===== src/rtl/tx_channel_arbiter_if.sv =====
// Transmit-channel bundle: requester side plus the shared byte channel pins.
// The master modport is the user/sink environment, the slave is the arbiter.
interface tx_channel_arbiter_if #(
    parameter int NREQ = 4,
    parameter int DW   = 8
);
    localparam int IW = (NREQ > 1) ? $clog2(NREQ) : 1;

    logic [NREQ-1:0]    req;
    logic [NREQ*DW-1:0] req_data;
    logic [NREQ-1:0]    ack;
    logic               txready;
    logic [DW-1:0]      txdata;
    logic               txclk;
    logic               busy;
    logic [IW-1:0]      grant_id;

    modport master (
        output req, req_data, txready,
        input  ack, txdata, txclk, busy, grant_id
    );

    modport slave (
        input  req, req_data, txready,
        output ack, txdata, txclk, busy, grant_id
    );
endinterface


===== src/rtl/tx_channel_arbiter.sv =====
// Round-robin arbiter sharing one byte-wide transmit channel between NREQ
// requesters; each grant runs a setup / strobe / gap sequence on txclk.
module tx_channel_arbiter #(
    parameter int NREQ       = 4,
    parameter int DW         = 8,
    parameter int SETUP_CYC  = 1,
    parameter int STROBE_CYC = 2,
    parameter int GAP_CYC    = 1
) (
    input logic hz100,
    input logic reset,
    tx_channel_arbiter_if.slave bus
);
    localparam int IW = (NREQ > 1) ? $clog2(NREQ) : 1;
    localparam int CW = 8;

    typedef enum logic [1:0] {IDLE, SETUP, STROBE, GAP} state_t;

    state_t        state;
    logic [CW-1:0] cnt;
    logic [IW-1:0] ptr;
    logic [IW-1:0] win;
    logic [IW-1:0] nxt;
    logic          found;

    // First requester at or after the pointer, wrapping modulo NREQ
    always_comb begin
        found = 1'b0;
        win   = '0;
        for (int k = 0; k < NREQ; k++) begin
            int idx;
            idx = int'(ptr) + k;
            if (idx >= NREQ) idx = idx - NREQ;
            if (!found && bus.req[idx]) begin
                found = 1'b1;
                win   = IW'(idx);
            end
        end
    end

    assign nxt = (win == IW'(NREQ - 1)) ? '0 : win + 1'b1;

    always_ff @(posedge hz100 or posedge reset) begin
        if (reset) begin
            state        <= IDLE;
            cnt          <= '0;
            ptr          <= '0;
            bus.ack      <= '0;
            bus.txdata   <= '0;
            bus.txclk    <= 1'b0;
            bus.busy     <= 1'b0;
            bus.grant_id <= '0;
        end else begin
            bus.ack <= '0;
            unique case (state)
                IDLE: begin
                    if (bus.txready && found) begin
                        bus.txdata   <= bus.req_data[int'(win)*DW +: DW];
                        bus.ack      <= NREQ'(1) << win;
                        bus.grant_id <= win;
                        ptr          <= nxt;
                        bus.busy     <= 1'b1;
                        cnt          <= CW'(SETUP_CYC);
                        state        <= SETUP;
                    end
                end
                SETUP: begin
                    if (cnt <= CW'(1)) begin
                        cnt       <= CW'(STROBE_CYC);
                        bus.txclk <= 1'b1;
                        state     <= STROBE;
                    end else begin
                        cnt <= cnt - 1'b1;
                    end
                end
                STROBE: begin
                    if (cnt <= CW'(1)) begin
                        cnt       <= CW'(GAP_CYC);
                        bus.txclk <= 1'b0;
                        state     <= GAP;
                    end else begin
                        cnt <= cnt - 1'b1;
                    end
                end
                GAP: begin
                    if (cnt <= CW'(1)) begin
                        cnt      <= '0;
                        bus.busy <= 1'b0;
                        state    <= IDLE;
                    end else begin
                        cnt <= cnt - 1'b1;
                    end
                end
            endcase
        end
    end
endmodule

===== src/flat_wrapper.sv =====
// flat-port wrapper written by rule: the top's interface ports become plain ports
module tx_channel_arbiter_flat 
#(
    parameter int NREQ       = 4,
    parameter int DW         = 8,
    parameter int SETUP_CYC  = 1,
    parameter int STROBE_CYC = 2,
    parameter int GAP_CYC    = 1
)
  (hz100, reset, bus_req, bus_req_data, bus_txready, bus_ack, bus_txdata, bus_txclk, bus_busy, bus_grant_id);
  tx_channel_arbiter_if #(.NREQ(NREQ), .DW(DW)) bus_i ();
  input logic hz100;
  input logic reset;
  input wire logic [$bits(bus_i.req)-1:0] bus_req;
  input wire logic [$bits(bus_i.req_data)-1:0] bus_req_data;
  input wire logic [$bits(bus_i.txready)-1:0] bus_txready;
  output wire logic [$bits(bus_i.ack)-1:0] bus_ack;
  output wire logic [$bits(bus_i.txdata)-1:0] bus_txdata;
  output wire logic [$bits(bus_i.txclk)-1:0] bus_txclk;
  output wire logic [$bits(bus_i.busy)-1:0] bus_busy;
  output wire logic [$bits(bus_i.grant_id)-1:0] bus_grant_id;
  assign bus_i.req = bus_req;
  assign bus_i.req_data = bus_req_data;
  assign bus_i.txready = bus_txready;
  assign bus_ack = bus_i.ack;
  assign bus_txdata = bus_i.txdata;
  assign bus_txclk = bus_i.txclk;
  assign bus_busy = bus_i.busy;
  assign bus_grant_id = bus_i.grant_id;
  tx_channel_arbiter #(.NREQ(NREQ), .DW(DW), .SETUP_CYC(SETUP_CYC), .STROBE_CYC(STROBE_CYC), .GAP_CYC(GAP_CYC)) u_core (.hz100(hz100), .reset(reset), .bus(bus_i));
endmodule

===== config.mk =====
export PLATFORM = sky130hd
export DESIGN_NAME = tx_channel_arbiter_flat
export DESIGN_NICKNAME = d
export VERILOG_FILES = /design/src/rtl/tx_channel_arbiter_if.sv /design/src/rtl/tx_channel_arbiter.sv /design/src/flat_wrapper.sv
export SDC_FILE = /design/constraint.sdc
export NUM_CORES = 1
export LEC_CHECK = 0
export BUFFER_PORTS_ARGS = -buffer_cell sky130_fd_sc_hd__buf_2
export CELL_PAD_IN_SITES_DETAIL_PLACEMENT = 1
export CELL_PAD_IN_SITES_GLOBAL_PLACEMENT = 1
export CORE_MARGIN = 1.5
export CORE_UTILIZATION = 37
export DETAILED_ROUTE_END_ITERATION = 10
export PLACE_DENSITY_LB_ADDON = 0.1
export SLEW_MARGIN = 10
export SYNTH_ARGS = -nofsm -noshare
export SYNTH_HDL_FRONTEND = slang
export SYNTH_SLANG_ARGS = --single-unit
export TNS_END_PERCENT = 10

===== constraint.sdc =====
create_clock -name hz100 -period 2.25 [get_ports hz100]
set_clock_uncertainty 0.05 [all_clocks]
set_input_delay 0.225 -clock hz100 [delete_from_list [all_inputs] [get_ports hz100]]
set_output_delay 0.225 -clock hz100 [all_outputs]
set_load 0.01 [all_outputs]

==> results.json, run 1 <==
{
  "max_stage_delay_ps": 480,
  "crit_chain": "inv_1 > ha_1 > nor2_1 > nor4b_4 > o21ai_2 > mux2_4",
  "hold_ws_ps": 215,
  "wl_met2_um": 2180,
  "max_freq_ghz": 0.506,
  "reg2reg_slack_ps": 270,
  "clockBufferDepth": 2,
  "grt_first_pass_wirelength_um": 7330,
  "drc_errors": 0,
  "hold_viol_final": 0,
  "hold_path_end": "u_core.bus.txdata[5]$_DFFE_PP0P_",
  "crit_slowest_cell": "nor4b_4",
  "critPathTopFamily": "simple AND/OR/NAND/NOR gates",
  "leakagePower_nw": 1.07,
  "grt_overflow": 0,
  "min_period_ps": 1980,
  "diodes": 0,
  "yosysWarningCount": 0,
  "post-cts-setup-buffers": 0,
  "nNetsFinal": 277,
  "start_kind": "flip-flop",
  "syn_area_mm2": 0.00168,
  "n_fill_cell": 509,
  "min_path_cells": 3,
  "boundaryPins": 55,
  "pwr-share-seq": 0.324,
  "drive_gt1_frac": 0.292,
  "holdBufCountCts": 1,
  "die_y_um": 70.3,
  "fp.dieArea_mm2": 0.00494,
  "cp.required_ps": 2370,
  "yosysSeqAreaShare": 0.418,
  "row_count": 24,
  "r2r_cells": 6,
  "grt_pass1_vias": 1589,
  "die_w_um": 70.3,
  "post_cts_resized": 0,
  "timing.final.crit_share": 0.879,
  "worst_setup_hold_path_clk_slew_ps": 100,
  "utilization": 0.474,
  "cts-root-buf": "clkbuf_8",
  "dp_slack_ps": 225,
  "fin_ws_ps": 273,
  "cp_data_arrival_time_ps": 2100,
  "antenna_found_initial": 0,
  "synth-seq-cells": 28,
  "p_comb_frac": 0.552,
  "gp_congestion": 0.785,
  "rr_startpoint": "u_core.cnt[0]$_DFFE_PP0P_",
  "totalNegativeSetupSlack_ps": 0,
  "clk_latency_ps": 270,
  "irDropWorstVdd_v": 0.000526,
  "place_hpwl_um": 3400,
  "async_reset_ff_frac": 1.00,
  "dr.pass1.iters": 4,
  "rsz0062_at_grt": "no",
  "syn_to_final_growth_pct": 23.1,
  "p_sw_w": 0.00111,
  "wl_met3_um": 170,
  "cts_tree": "yes",
  "num_vias": 1459,
  "internal_power_w": 0.00147,
  "numPortBuffers": 54,
  "grt_usage": 0.183,
  "slew_headroom": 0.608,
  "core-area_mm2": 0.00435,
  "cts_made_buffers": 3,
  "slew_violations": 0,
  "syn_inst": 170,
  "tightest_slew_ps": 587,
  "wl_met1_um": 1850,
  "worstHoldPathType": "in -> reg",
  "cts_sinks": 28,
  "crit_type": "reg -> reg",
  "hold_start": "bus_req_data[13]",
  "drv_cap": 0,
  "postSynthAreaPerCell_um2": 9.86,
  "grt_max_degree": 29,
  "status": "complete, no violations",
  "top_layer": "met4",
  "synthesis.nets": 220,
  "powerDensity_mw_per_mm2": 1250,
  "htreeDepth": 1,
  "cp_num_buf_inv": 1,
  "drtIter0Drc": 50,
  "ant_nets": 0,
  "wirelength_um": 4230,
  "setup_viol": 0,
  "avgViaCountPerCell": 5.25,
  "ys_types": 38,
  "synth_edf_count": 0,
  "endpoint_kind": "flip-flop",
  "r2r_end": "u_core.state[1]$_DFFE_PP0P_",
  "ys.flop_type": "dfrtp_1",
  "crit_fanout": 9,
  "p_sw_frac": 0.431,
  "wl_per_cell_um": 15.2,
  "clock_power_share": 0.123,
  "initial_core_util": 0.385
}
==> tightest hold or removal path, delay by kind of cell <==
family,cells,cell delay (ps)
AO/OA/AOI/OAI,1,150
buffers and inverters,1,70
multiplexers,1,50
==> power by group through the flow <==
stage | Sequential, W | Clock [W] | Combinational (W)
finish | 0.000837 | 0.000318 | 0.00143
global route | 0.000867 | 0.000348 | 0.00160
CTS | 0.000841 | 0.000330 | 0.00145
detailed placement | 0.000850 | 0 | 0.00144
global placement | 0.000838 | 0 | 0.00136
floorplan | 0.000873 | 0 | 0.00102
==> logic make-up (layout without fill, tap and decap cells) <==
logic type	count (synthesis)	after routing	share of synthesized area
AND/OR/NAND/NOR	62	62	0.199
multiplexers	15	15	0.0926
AO/OA/AOI/OAI	35	35	0.141
XOR/XNOR	6	6	0.0314
buffers and inverters	13	69	0.0351
flip-flops	28	28	0.418
adder cells (fa/ha/maj)	11	11	0.0821
==> state kept, by name, summed over array words and instances (netlist names) <==
signal	cells
u_core.bus.ack	4
u_core.bus.busy	1
u_core.bus.grant_id	2
u_core.bus.txclk	1
u_core.bus.txdata	8
u_core.cnt	8
u_core.ptr	2
u_core.state	2
==> cell usage after synthesis (all sizes together) (4+ instances only) <==
cell type,count,share of area
nand3,6,0.018
inv,8,0.018
xor2,4,0.021
o21ai,10,0.032
nor2,13,0.031
and2,5,0.019
nand2,22,0.051
a21oi,7,0.021
ha,11,0.082
dfrtp,28,0.42
mux2i,14,0.084
o221ai,6,0.031
nor2b,4,0.015
buf,4,0.015
==> placed cells by master (no fill, tap or decap), types with 5 or more instances in the layout <==
cell type | Yosys | layout
nor2_1 | 12 | 12
o221ai_1 | 6 | 6
and2_1 | 5 | 5
mux2i_1 | 14 | 14
a21oi_1 | 7 | 7
ha_1 | 11 | 11
nand2_1 | 21 | 21
nand3_1 | 6 | 6
o21ai_0 | 7 | 7
inv_1 | 8 | 8
dfrtp_1 | 28 | 28
buf_2 | 2 | 54
==> area by class of cell <==
class	count	area, um2	share of cell area
flip-flops and latches	28	701	0.340
inverters	8	30.0	0.0146
well taps	52	65.1	0.0316
multi-input cells	129	916	0.444
clock buffers	4	55.1	0.0267
repair buffers	57	295	0.143
==> per-stage QoR <==
| stage | area (um2) | power, W | cells |
|---|---|---|---|
| 2_1_floorplan | 1680 | 0.00190 | 170 |
| 3_3_place_gp | 2000 | 0.00220 | 273 |
| 3_5_place_dp | 2000 | 0.00229 | 273 |
| 4_1_cts | 2060 | 0.00262 | 278 |
| 5_1_grt | 2060 | 0.00282 | 278 |
| 6_report | 2060 | 0.00258 | 278 |
==> layer usage <==
metal / global-route usage / up-vias
li1: - / 711
met1: 0.219 / 708
met2: 0.338 / 35
met3: 0.0317 / 5
met4: 0.0406 / 0
met5: 0 / -
==> worst max path at each step <==
stage / end / cells after the start / from
floorplan: u_core.ptr[1]$_DFFE_PP0P_ / 9 / u_core.ptr[0]$_DFFE_PP0P_
global placement: u_core.state[1]$_DFFE_PP0P_ / 6 / u_core.cnt[0]$_DFFE_PP0P_
detailed placement: u_core.bus.txdata[3]$_DFFE_PP0P_ / 7 / bus_req[1]
CTS: u_core.bus.txdata[3]$_DFFE_PP0P_ / 6 / u_core.ptr[0]$_DFFE_PP0P_
global route: u_core.bus.txdata[3]$_DFFE_PP0P_ / 6 / u_core.ptr[0]$_DFFE_PP0P_
finish: u_core.state[1]$_DFFE_PP0P_ / 6 / u_core.cnt[0]$_DFFE_PP0P_
Power figures use the tool's default switching activity.
==> run 2, diff against run 1 <==
ABC_AREA = 1   (was not set)
CORE_MARGIN = not set   (was 1.5)
CORE_UTILIZATION = 38   (was 37)
SLEW_MARGIN = 20   (was 10)
==> run 2 against run 1 <==
  * Via count grew 36%
  * Cell area up 23%
  * Combinational power rose by 110%
  * Total power is 64% higher
  * Non-clock buffer count rose by 3
  * Critical path depth up 7
  * Critical endpoint is now u_core.ptr[1]$_DFFE_PP0P_
==> results.json, run 2 <==
{
  "rr_startpoint": "u_core.ptr[0]$_DFFE_PP0P_",
  "core-area_mm2": 0.00524,
  "gp_congestion": 0.819,
  "yosys-top-cells-count": "100 x nand2_1, 33 x inv_1, 28 x dfrtp_1",
  "setup_viol": 0,
  "timing.final.crit_share": 0.946,
  "final_cell_mix": "100 x nand2_1, 54 x buf_2, 33 x inv_1, 28 x dfrtp_1, 23 x nand3_1",
  "synth.most_common_cell": "nand2_1",
  "dr.pass1.iters": 4,
  "avgViaCountPerCell": 4.73,
  "drc_errors": 0,
  "crit_slowest_cell": "dfrtp_1",
  "grt_usage": 0.200,
  "worstHoldPathType": "in -> reg",
  "crit_chain": "inv_2 > nand2_1 > nand2_4 > nand2_4 > nand2_4 > nor2_8 > nand2_1 > nand3_1 > nand2_2 > inv_2 > ha_1 > nand2_1 > o21ai_0",
  "pwr-share-seq": 0.200,
  "r2r_cells": 13,
  "ys_types": 30,
  "yosysTopAreaCell": "dfrtp_1",
  "reg2reg_slack_ps": 120,
  "grt_first_pass_wirelength_um": 9540,
  "syn_area_mm2": 0.00213,
  "worst_setup_hold_path_clk_slew_ps": 110,
  "initial_core_util": 0.407,
  "cp.required_ps": 2370,
  "synthesis.nets": 342,
  "crit_type": "reg -> reg",
  "slew_violations": 0,
  "nNetsFinal": 400,
  "critPathTopFamily": "simple AND/OR/NAND/NOR gates",
  "p_sw_frac": 0.533,
  "r2r_end": "u_core.ptr[1]$_DFFE_PP0P_",
  "diodes": 0,
  "syn_to_final_growth_pct": 18.9,
  "p_comb_frac": 0.701,
  "hold_viol_final": 0,
  "top_regs": "u_core.bus.txdata (8), u_core.cnt (8), u_core.bus.ack (4)",
  "irDropWorstVdd_v": 0.000663,
  "die_w_um": 76.9,
  "post-cts-setup-buffers": 0,
  "n_fill_cell": 679,
  "wl_per_cell_um": 12.8,
  "synth-seq-cells": 28,
  "max_freq_ghz": 0.470,
  "async_reset_ff_frac": 1.00,
  "grt_overflow": 0,
  "numPortBuffers": 54,
  "htreeDepth": 1,
  "powerDensity_mw_per_mm2": 1670,
  "cts-root-buf": "clkbuf_8",
  "cts_sinks": 28,
  "synth_edf_count": 0,
  "rsz0062_at_grt": "yes",
  "crit_start": "u_core.ptr[0]$_DFFE_PP0P_",
  "fp.dieArea_mm2": 0.00591,
  "row_count": 26,
  "synth_top_cells_by_area": "dfrtp_1 33%, nand2_1 18%, ha_1 6.5%, inv_1 5.8%, nand3_1 5.4%",
  "place_hpwl_um": 4250,
  "slew_headroom": 0.742,
  "grt_max_degree": 29,
  "antenna_found_initial": 0,
  "postSynthAreaPerCell_um2": 7.30,
  "crit_fanout": 11,
  "drive_gt1_frac": 0.298,
  "clock_power_share": 0.099,
  "cts_tree": "yes",
  "cp-endpoint": "u_core.ptr[1]$_DFFE_PP0P_",
  "boundaryPins": 55,
  "grt_pass1_vias": 2083,
  "internal_power_w": 0.00198,
  "drtIter0Drc": 62,
  "cp_data_arrival_time_ps": 2250,
  "leakagePower_nw": 1.44,
  "drv_cap": 0,
  "num_vias": 1980,
  "start_kind": "flip-flop",
  "final_common_cell": "nand2_1",
  "seqCellArea_um2": 701,
  "max_stage_delay_ps": 440,
  "multi_input_area_mm2": 0.00122,
  "clk_latency_ps": 280,
  "ant_nets": 0,
  "status": "complete, no violations",
  "cts_made_buffers": 3,
  "syn_inst": 292,
  "tightest_slew_ps": 387,
  "p_sw_w": 0.00226,
  "yosysSeqAreaShare": 0.329,
  "synth_top_area_share": 0.329,
  "wirelength_um": 5380,
  "cp_num_buf_inv": 2,
  "yosysWarningCount": 0,
  "total_power_w": 0.00424,
  "endpoint_kind": "flip-flop",
  "die_y_um": 76.9,
  "totalNegativeSetupSlack_ps": 0,
  "min_period_ps": 2130,
  "cp.depth": 13,
  "ys.flop_type": "dfrtp_1",
  "clockBufferDepth": 2
}
[run 2: worst min path at each step]
stage	cells past startpoint	to	slack (ps)	from
after floorplan	1	u_core.bus.ack[0]$_DFF_PP0_	240	reset
final	5	u_core.bus.txdata[2]$_DFFE_PP0P_	180	bus_req_data[10]
after global placement	3	u_core.bus.grant_id[0]$_DFFE_PP0P_	270	reset
after CTS	5	u_core.bus.txdata[2]$_DFFE_PP0P_	180	bus_req_data[10]
after detailed placement	3	u_core.cnt[5]$_DFFE_PP0P_	280	reset
after global routing	5	u_core.bus.txdata[7]$_DFFE_PP0P_	200	bus_req_data[7]
[run 2: logic make-up after synthesis]
family                     Yosys count  synth area share
DFF                                 28             0.329
and+or+nand+nor                    178             0.419
adders and majority gates           11            0.0646
buffers and inverters               44             0.103
xor gates and xnor gates             2           0.00822
AOI/OAI and AO/OA                   29            0.0758
[run 2: stage by stage]
step / setup slack, ps / util / std cells / instance area (um2) / hold slack, ps
2_1_floorplan: 343 / - / 292 / 2130 / 240
3_3_place_gp: 232 / 0.467 / 414 / 2440 / 270
3_5_place_dp: 158 / 0.467 / 414 / 2440 / 276
4_1_cts: 115 / 0.482 / 419 / 2530 / 178
5_1_grt: -24.1 / 0.484 / 419 / 2530 / 199
6_report: 122 / 0.484 / 419 / 2530 / 177
[run 2: worst min-delay path, stage by stage]
cell     delay, ps
buf_2           70
nand2_1         40
nand2_1         50
nand2_1         50
nand3_1         50
[run 2: cell type report]
class | count | share of cell area
multi-input cells | 220 | 0.480
flip-flops and latches | 28 | 0.277
repair buffers | 60 | 0.125
inverters | 37 | 0.0548
well taps | 70 | 0.0346
clock buffers | 3 | 0.0163
clock inverters | 1 | 0.0119
[run 2: metal layers]
layer	up-vias	routed length (um)	global-route usage
met1	918	2520	0.259
met3	4	230	0.0321
met2	38	2590	0.346
li1	1020	-	-
met4	0	38	0.0462
met5	-	0	0
[run 2: timing repair]
| item | CTS | global route |
|---|---|---|
| hold buffers | 1 | 0 |
| setup endpoints to repair | 0 | 5 |
| gates resized for setup | 0 | 2 |
| hold endpoints to repair | 28 | 0 |
[run 2: power by group through the flow]
| stage | sequential, W | clock, W | combinational, W |
|---|---|---|---|
| 2_1_floorplan | 0.000889 | 0 | 0.00238 |
| 3_3_place_gp | 0.000857 | 0 | 0.00289 |
| 3_5_place_dp | 0.000860 | 0 | 0.00299 |
| 4_1_cts | 0.000852 | 0.000425 | 0.00301 |
| 5_1_grt | 0.000881 | 0.000448 | 0.00341 |
| 6_report | 0.000846 | 0.000421 | 0.00297 |
==> run 3, diff against run 2 <==
CORE_UTILIZATION = 39   (was 38)
CTS_BUF_LIST = sky130_fd_sc_hd__clkbuf_8   (was not set)
==> run 3 against run 2 <==
  * Critical path depth shrank 1
  * First-iteration DRC count shrank 15%
  * Utilization grew 0.66 points
  * Highest routed layer unchanged
  * Largest cell class unchanged
  * Largest power group unchanged
  * Sequential cell count is the same
==> results.json, run 3 (synthesis gave the netlist of run 2 again) <==
{
  "status": "complete, no violations",
  "min_period_ps": 2090,
  "clockBufferDepth": 2,
  "worstHoldPathType": "in -> reg",
  "cts_sinks": 28,
  "grt_usage": 0.206,
  "p_sw_frac": 0.533,
  "numPortBuffers": 54,
  "cp_data_arrival_time_ps": 2210,
  "crit_type": "reg -> reg",
  "fin_area_mm2": 0.00254,
  "cp.depth": 12,
  "grt_pass1_vias": 2076,
  "die_y_um": 75.9,
  "dr.pass1.iters": 4,
  "utilization": 0.490,
  "critPathTopFamily": "simple AND/OR/NAND/NOR gates",
  "hold_ws_ps": 184,
  "max_freq_ghz": 0.479,
  "internal_power_w": 0.00197,
  "rsz0062_at_grt": "no",
  "num_vias": 2024,
  "fp.dieArea_mm2": 0.00576,
  "endpoint_kind": "flip-flop",
  "avgViaCountPerCell": 4.84,
  "wl_met2_um": 2770,
  "cp_num_buf_inv": 3,
  "powerDensity_mw_per_mm2": 1660,
  "clock_power_share": 0.098,
  "dpl_cell_area_mm2": 0.00244,
  "place_hpwl_um": 4340,
  "die_w_um": 75.9,
  "cts_made_buffers": 3,
  "row_count": 26,
  "top_layer": "met4",
  "initial_core_util": 0.412,
  "min_path_cells": 5,
  "htreeDepth": 1,
  "boundaryPins": 55,
  "tightest_slew_ps": 377,
  "p_comb_frac": 0.698,
  "drv_cap": 0,
  "cp.required_ps": 2370,
  "cts-root-buf": "clkbuf_8",
  "setup_viol": 0,
  "wl_met1_um": 2410,
  "leakagePower_nw": 1.44,
  "cpMostUsedCell": "nand2_1",
  "n_fill_cell": 687,
  "grt_overflow": 0,
  "worst_setup_hold_path_clk_slew_ps": 100,
  "crit_chain": "buf_4 > nand2_2 > nand3_2 > nand2_4 > inv_1 > nand2_1 > nand2_1 > nand3_4 > inv_4 > ha_1 > nand2_1 > o21ai_0",
  "post-cts-setup-buffers": 0,
  "syn_to_final_growth_pct": 19.0,
  "grt_first_pass_wirelength_um": 9550,
  "diodes": 0,
  "max_stage_delay_ps": 460,
  "top_regs": "u_core.bus.txdata (8), u_core.cnt (8), u_core.bus.ack (4)",
  "irDropWorstVdd_v": 0.000654,
  "slew_violations": 0,
  "ant_nets": 0,
  "final_common_cell": "nand2_1",
  "nNetsFinal": 399,
  "slew_headroom": 0.746,
  "timing.final.crit_share": 0.927,
  "core-area_mm2": 0.00517,
  "hold_viol_final": 0,
  "grt_max_degree": 29,
  "crit_fanout": 13,
  "clk_latency_ps": 280,
  "start_kind": "flip-flop",
  "r2r_cells": 12,
  "drtIter0Drc": 53,
  "final_cell_mix": "100 x nand2_1, 54 x buf_2, 33 x inv_1, 27 x dfrtp_1, 23 x nand3_1",
  "drive_gt1_frac": 0.299,
  "wirelength_um": 5460,
  "cts_tree": "yes",
  "wl_met3_um": 195,
  "totalNegativeSetupSlack_ps": 0,
  "gp_congestion": 0.791,
  "wl_per_cell_um": 13.1,
  "pwr-share-seq": 0.204,
  "drc_errors": 0,
  "crit_slowest_cell": "dfrtp_2",
  "antenna_found_initial": 0,
  "p_sw_w": 0.00225
}
## run 3: layout make-up
cell class	instances	area (um2)	area share
sequential	28	702	0.277
clock buffer	3	41.3	0.0163
tap	70	87.6	0.0345
timing repair buffer	59	314	0.124
inverter	37	144	0.0567
clock inverter	1	30.0	0.0118
multi-input combinational	220	1220	0.480
## run 3: routing by layer
layer,vias to the layer above,track usage
li1,1019,-
met1,946,0.243
met2,50,0.385
met3,9,0.0277
met4,0,0.0635
met5,-,0
## run 3: power groups by stage
stage,clock [W],combinational [W],sequential (W)
after detailed placement,0,0.00292,0.000868
after global routing,0.000441,0.00340,0.000888
after floorplan,0,0.00238,0.000889
after global placement,0,0.00283,0.000857
after CTS,0.000430,0.00294,0.000858
final,0.000413,0.00294,0.000862
## run 3: per-stage QoR
| stage | total power (W) | cells | worst slack, ps |
|---|---|---|---|
| global placement | 0.00369 | 413 | 193 |
| global route | 0.00473 | 418 | 20.7 |
| detailed placement | 0.00379 | 413 | 98.2 |
| floorplan | 0.00327 | 292 | 343 |
| finish | 0.00422 | 418 | 164 |
| CTS | 0.00423 | 418 | 82.0 |
## run 3: worst paths after layout
kind	slack [ps]	start	endpoint
worst max-delay path	160	u_core.ptr[0]$_DFFE_PP0P_	u_core.ptr[1]$_DFFE_PP0P_
worst min-delay path	180	bus_req_data[11]	u_core.bus.txdata[3]$_DFFE_PP0P_
worst max register to register	160	u_core.ptr[0]$_DFFE_PP0P_	u_core.ptr[1]$_DFFE_PP0P_
worst min register to register	460	u_core.bus.grant_id[0]$_DFFE_PP0P_	u_core.bus.grant_id[0]$_DFFE_PP0P_
max in group asynchronous	1340	reset	u_core.ptr[0]$_DFFE_PP0P_
min in group asynchronous	510	reset	u_core.cnt[3]$_DFFE_PP0P_
## run 3: what timing repair did
action / CTS / global route
hold buffers: 1 / 0
resized for setup: 0 / 7
endpoints found under the hold margin: 28 / 0
setup endpoints to repair: 0 / 10
## run 3: tightest hold or removal path, delay by kind of cell
family                 cells  cell delay, ps
and+or+nand+nor            4             190
buffers and inverters      1              70
